File: config.mk
export PLATFORM = sky130hd
export DESIGN_NAME = bus_read_sequencer_flat
export DESIGN_NICKNAME = d
export VERILOG_FILES = /design/src/rtl/bus_read_sequencer_if.sv /design/src/rtl/bus_read_sequencer.sv /design/src/flat_wrapper.sv
export SDC_FILE = /design/constraint.sdc
export NUM_CORES = 1
export LEC_CHECK = 0
export CORE_AREA = 8 8 54 56
export DETAILED_ROUTE_END_ITERATION = 8
export DIE_AREA = 0 0 62 64
export PLACE_DENSITY = 0.71
export SLEW_MARGIN = 20
export SYNTH_ARGS = -nofsm -noshare
export SYNTH_HDL_FRONTEND = slang
export SYNTH_SLANG_ARGS = --single-unit
File: constraint.sdc
create_clock -name Clock -period 1.63 [get_ports Clock]
set_clock_uncertainty 0.2 [all_clocks]
set_input_delay 0.163 -clock Clock [delete_from_list [all_inputs] [get_ports Clock]]
set_output_delay 0.163 -clock Clock [all_outputs]
set_load 0.02 [all_outputs]
File: src/rtl/bus_read_sequencer_if.sv
// Request/response and shared-bus signals of the read sequencer.
// The master modport is the sequencer side; slave is the CPU/bus-register side.
interface bus_read_sequencer_if #(
    parameter int NrOfBits   = 8,
    parameter int NrOfSlaves = 4,
    parameter int AddrBits   = 2
);
    logic                  ReqValid;
    logic [AddrBits-1:0]   ReqAddr;
    logic                  ReqReady;
    logic [NrOfBits-1:0]   BusData;
    logic [NrOfSlaves-1:0] cs_n;
    logic                  RspValid;
    logic [NrOfBits-1:0]   RspData;
    logic                  RspError;
    logic                  RspReady;

    modport master (
        input  ReqValid, ReqAddr, BusData, RspReady,
        output ReqReady, cs_n, RspValid, RspData, RspError
    );

    modport slave (
        output ReqValid, ReqAddr, BusData, RspReady,
        input  ReqReady, cs_n, RspValid, RspData, RspError
    );
endinterface

File: src/rtl/bus_read_sequencer.sv
// Read-side master for the shared tri-state register bus: one select at a time,
// settle, sample, release guard cycle, then a held valid/ready response.
module bus_read_sequencer #(
    parameter int NrOfBits         = 8,
    parameter int NrOfSlaves       = 4,
    parameter int AddrBits         = 2,
    parameter int TurnaroundCycles = 1
) (
    input  logic                      Clock,
    input  logic                      Reset_n,
    input  logic                      Tick,
    bus_read_sequencer_if.master      bus
);

    typedef enum logic [2:0] {
        IDLE    = 3'd0,
        SELECT  = 3'd1,
        SAMPLE  = 3'd2,
        RELEASE = 3'd3,
        RESP    = 3'd4
    } state_e;

    // One extra bit so NrOfSlaves itself is representable at the compare width.
    localparam logic [AddrBits:0] SlaveLimit = (AddrBits+1)'(NrOfSlaves);
    localparam logic [3:0]        SettleLast = 4'(TurnaroundCycles - 1);

    state_e                state_q, state_d;
    logic [3:0]            settle_q, settle_d;
    logic [NrOfSlaves-1:0] cs_n_q, cs_n_d;
    logic                  rsp_valid_q, rsp_valid_d;
    logic [NrOfBits-1:0]   rsp_data_q, rsp_data_d;
    logic                  rsp_error_q, rsp_error_d;

    logic                  req_ready;
    logic                  accept;
    logic                  addr_ok;
    logic [NrOfSlaves-1:0] sel_n;

    assign req_ready = (state_q == IDLE);
    assign accept    = bus.ReqValid && req_ready && Tick;
    assign addr_ok   = ({1'b0, bus.ReqAddr} < SlaveLimit);

    always_comb begin
        for (int i = 0; i < NrOfSlaves; i++) begin
            sel_n[i] = ({1'b0, bus.ReqAddr} != (AddrBits+1)'(i));
        end
    end

    // State register plus all registered outputs; reset frees the bus at once.
    always_ff @(posedge Clock or negedge Reset_n) begin
        if (!Reset_n) begin
            state_q     <= IDLE;
            settle_q    <= '0;
            cs_n_q      <= '1;
            rsp_valid_q <= 1'b0;
            rsp_data_q  <= '0;
            rsp_error_q <= 1'b0;
        end else begin
            state_q     <= state_d;
            settle_q    <= settle_d;
            cs_n_q      <= cs_n_d;
            rsp_valid_q <= rsp_valid_d;
            rsp_data_q  <= rsp_data_d;
            rsp_error_q <= rsp_error_d;
        end
    end

    always_comb begin
        state_d = state_q;
        unique case (state_q)
            IDLE:    if (accept) state_d = addr_ok ? SELECT : RESP;
            SELECT:  if (Tick && (settle_q >= SettleLast)) state_d = SAMPLE;
            SAMPLE:  if (Tick) state_d = RELEASE;
            RELEASE: if (Tick) state_d = RESP;
            RESP:    if (rsp_valid_q && bus.RspReady) state_d = IDLE;
            default: state_d = IDLE;
        endcase
    end

    always_comb begin
        settle_d    = settle_q;
        cs_n_d      = cs_n_q;
        rsp_valid_d = rsp_valid_q;
        rsp_data_d  = rsp_data_q;
        rsp_error_d = rsp_error_q;
        unique case (state_q)
            IDLE: begin
                if (accept) begin
                    settle_d = '0;
                    if (addr_ok) begin
                        cs_n_d = sel_n;
                    end else begin
                        // Bad address answers straight away and never touches the bus.
                        rsp_valid_d = 1'b1;
                        rsp_error_d = 1'b1;
                        rsp_data_d  = '0;
                    end
                end
            end
            SELECT: begin
                if (Tick && (settle_q != 4'hF)) settle_d = settle_q + 4'd1;
            end
            SAMPLE: begin
                if (Tick) begin
                    rsp_data_d = bus.BusData;
                    cs_n_d     = '1;
                end
            end
            RELEASE: begin
                if (Tick) begin
                    rsp_valid_d = 1'b1;
                    rsp_error_d = 1'b0;
                end
            end
            RESP: begin
                if (rsp_valid_q && bus.RspReady) begin
                    rsp_valid_d = 1'b0;
                    rsp_error_d = 1'b0;
                end
            end
            default: begin
                cs_n_d      = '1;
                rsp_valid_d = 1'b0;
            end
        endcase
    end

    assign bus.ReqReady = req_ready;
    assign bus.cs_n     = cs_n_q;
    assign bus.RspValid = rsp_valid_q;
    assign bus.RspData  = rsp_data_q;
    assign bus.RspError = rsp_error_q;

endmodule

File: src/flat_wrapper.sv
// flat-port wrapper written by rule: the top's interface ports become plain ports
module bus_read_sequencer_flat 
#(
    parameter int NrOfBits         = 8,
    parameter int NrOfSlaves       = 4,
    parameter int AddrBits         = 2,
    parameter int TurnaroundCycles = 1
)
  (Clock, Reset_n, Tick, bus_ReqValid, bus_ReqAddr, bus_BusData, bus_RspReady, bus_ReqReady, bus_cs_n, bus_RspValid, bus_RspData, bus_RspError);
  bus_read_sequencer_if #(.NrOfBits(NrOfBits), .NrOfSlaves(NrOfSlaves), .AddrBits(AddrBits)) bus_i ();
  input  logic Clock;
  input  logic Reset_n;
  input  logic Tick;
  input wire logic [$bits(bus_i.ReqValid)-1:0] bus_ReqValid;
  input wire logic [$bits(bus_i.ReqAddr)-1:0] bus_ReqAddr;
  input wire logic [$bits(bus_i.BusData)-1:0] bus_BusData;
  input wire logic [$bits(bus_i.RspReady)-1:0] bus_RspReady;
  output wire logic [$bits(bus_i.ReqReady)-1:0] bus_ReqReady;
  output wire logic [$bits(bus_i.cs_n)-1:0] bus_cs_n;
  output wire logic [$bits(bus_i.RspValid)-1:0] bus_RspValid;
  output wire logic [$bits(bus_i.RspData)-1:0] bus_RspData;
  output wire logic [$bits(bus_i.RspError)-1:0] bus_RspError;
  assign bus_i.ReqValid = bus_ReqValid;
  assign bus_i.ReqAddr = bus_ReqAddr;
  assign bus_i.BusData = bus_BusData;
  assign bus_i.RspReady = bus_RspReady;
  assign bus_ReqReady = bus_i.ReqReady;
  assign bus_cs_n = bus_i.cs_n;
  assign bus_RspValid = bus_i.RspValid;
  assign bus_RspData = bus_i.RspData;
  assign bus_RspError = bus_i.RspError;
  bus_read_sequencer #(.NrOfBits(NrOfBits), .NrOfSlaves(NrOfSlaves), .AddrBits(AddrBits), .TurnaroundCycles(TurnaroundCycles)) u_core (.Clock(Clock), .Reset_n(Reset_n), .Tick(Tick), .bus(bus_i));
endmodule
==> impl_results.md <==
- Final max-slew violation count: 0
- Minimum clock period: 1592 ps
- N_diodes: 0
- #FFs+latches synth: 16
- Critical path fanouts, max: 3
- Initial antenna violation count: 0
- RSZ-0062 raised after global routing: true
- Worst hold stages: 2
- Hold WS: 280.8 ps
- Max cap viols: 0
- Max Freq: 628.2 MHz
- Worst R2R Path Depth: 4
- Reg2reg setup slack: 40 ps
- H-tree depth: 1
- Fin. Hold Viols: 0
- Placed Cells: 117
- Via density: 4.661
- WL/cell: 13.33 µm
- Detail Route Antenna Nets: 0
- Initial Util: 35.00%
- Fillers: 178
- Total clock sinks: 16
- Final non-filler cell total: 124
- Commonest non-fill, non-tap cell in the layout: clkdlybuf4s50_1
- Mean post-synth cell area: 13.40 µm²
- Clk root buf: clkbuf_4
- Mapped cell area: 737.0 µm²
- Critical R2R Capture: u_core.bus.cs_n[0]$_DFFE_PN1P_
- Total Power: 2.141 mW
- Crit path DAT: 1620 ps
- Routed via count: 578
- CTS tree: yes
- Status: complete, no violations
- Final instance area: 1160 µm²
- Setup crit start kind: flip-flop
- Cell variety after synth: 22
- Max clock buf depth: 2
- Overflow left after global routing: 0
- I/O pins: 30
- Crit Path Class: flip-flop to flip-flop
- Core Area: 2106 µm²
- WP data required: 1660 ps
- Hold Startpoint: bus_BusData[2]
- Setup crit end kind: flip-flop
- RePlAce Congestion: 0.6910
- Largest net degree at the start of global routing: 17
- Pwr/cell area: 1846 nW/µm²
- Port bufs: 28
- Critical R2R Launch: u_core.state_q[1]$_DFFE_PN0P_
- TNS Setup: 0 ps
- Hold endpoint: u_core.bus.RspData[2]$_DFFE_PN0P_
- DRT Pass-1 Iters: 2
- Clock transition at the registers of the reported paths: 100 ps
- Final setup violation count: 0
- Syn nets: 70
- Final worst-path cycle share: 97.65%
- WL final: 1.653 mm
- Pleak: 0.5102 nW
- Post-DP Area: 1109 µm²
- Register area share after synthesis: 55.01%
- DRC: 0
- Most frequent cells in the layout: clkdlybuf4s50_1, mux2_2, dfrtp_1
- Fraction of layout cells with a size suffix above 1: 39.58%
- Cells after Synth: 55
- Worst min path class: input port to flip-flop
- IR drop worst, VDD: 923.7 µV
- Dpl hpwl: 1.315 mm
- Die width: 62 µm
- Worst skew pair latency: 290 ps
- Row cnt: 17
- Nets: 112
- Global Route Usage Sum: 8.697%
- YS warnings: 0
- Die area: 3968 µm²
- Starting DRT DRC Count: 3
- CTS buffer count: 3
- Area delta synth->final: 57.39%
- First-pass GRT wire length: 2.608 mm
- Number of global-route vias before repair: 622
- Die Y-Extent: 64 µm
[metal layers]
metal	routed length, µm	global-route usage (%)
met5	0	0
met4	30	4.274
met3	243	5.800
met2	741	13.32
met1	637	8.737
[cells by family after synthesis]
family	count (synthesis)	share of synthesized area (%)
buffers and inverters	3	3.225
xor gates and xnor gates	1	1.189
muxes	12	18.34
DFF	16	55.01
other	1	0.5088
AOI/OAI and AO/OA	6	6.281
and+or+nand+nor	16	15.45
[where the power goes]
part | total [mW] | leakage, nW | internal, mW | switching, mW
clock | 0.215 | 0.0150 | 0.0950 | 0.120
sequential | 0.737 | 0.184 | 0.625 | 0.112
combinational | 1.19 | 0.311 | 0.609 | 0.581
[stage by stage]
stage	utilization [%]	setup WS, ps
3_5_place_dp	52.64	-124.8
3_3_place_gp	52.64	-105.5
4_1_cts	53.83	-34.25
2_1_floorplan	-	-72.88
5_1_grt	55.08	-40.39
6_report	55.08	38.27
[cells in the mapped netlist]
cell type  instances  area (µm²)
nand3b_1           3       22.52
nor3_4             2       32.53
buf_2              1       5.000
nand3_1            1       5.000
and2b_2            1       8.760
a31oi_1            1       6.260
a21oi_1            1       5.000
buf_6              1       11.26
nor2_1             3       11.26
o2bb2ai_2          1       15.01
or3b_1             1       8.760
conb_1             1       3.750
xor2_1             1       8.760
dfstp_2            4       105.1
nand2b_1           1       6.260
o21ai_0            2       10.01
mux2_2            12       135.1
a32o_1             1       10.01
nand2_1            3       11.26
or2b_1             1       7.510
buf_4              1       7.510
dfrtp_1           12       300.3
[state kept, by name (all words and copies together) (netlist names)]
signal and count:
u_core.bus.RspData 8, u_core.bus.cs_n 4, u_core.state_q 3, u_core.bus.RspValid 1
[final cells by class]
| type | count | area, µm² | share of cell area [%] |
|---|---|---|---|
| tap | 28 | 35.03 | 3.021 |
| sequential | 16 | 406.6 | 35.06 |
| clock buffer | 4 | 26.28 | 2.265 |
| multi-input combinational | 36 | 312.8 | 26.97 |
| timing repair buffer | 40 | 379.1 | 32.69 |
[repair_timing]
| item | 4_1_cts | 5_1_grt |
|---|---|---|
| hold buffers | 1 | 0 |
| endpoints found under the hold margin | 12 | 0 |
| resized for setup | 11 | 9 |
| setup endpoints to repair | 22 | 17 |
| cloned | 0 | 0 |
| pin swaps | 1 | 1 |
| buffers inserted | 0 | 2 |
[worst max-delay path: stages (launching register included)]
cell,delay [ps]
dfrtp_1,390
buf_4,140
nor3_4,180
or3b_1,350
mux2_2,260
[worst max-delay path by stage]
stage,slack (ps),to,from
detailed placement,-120,u_core.bus.RspData[7]$_DFFE_PN0P_,Tick
global route,-40,u_core.bus.cs_n[0]$_DFFE_PN1P_,u_core.state_q[1]$_DFFE_PN0P_
finish,40,u_core.bus.cs_n[0]$_DFFE_PN1P_,u_core.state_q[1]$_DFFE_PN0P_
floorplan,-70,u_core.bus.cs_n[0]$_DFFE_PN1P_,u_core.state_q[0]$_DFFE_PN0P_
global placement,-110,u_core.bus.RspData[6]$_DFFE_PN0P_,Tick
CTS,-30,u_core.bus.cs_n[1]$_DFFE_PN1P_,u_core.state_q[1]$_DFFE_PN0P_
No activity file was read; power rests on OpenSTA's default activity.
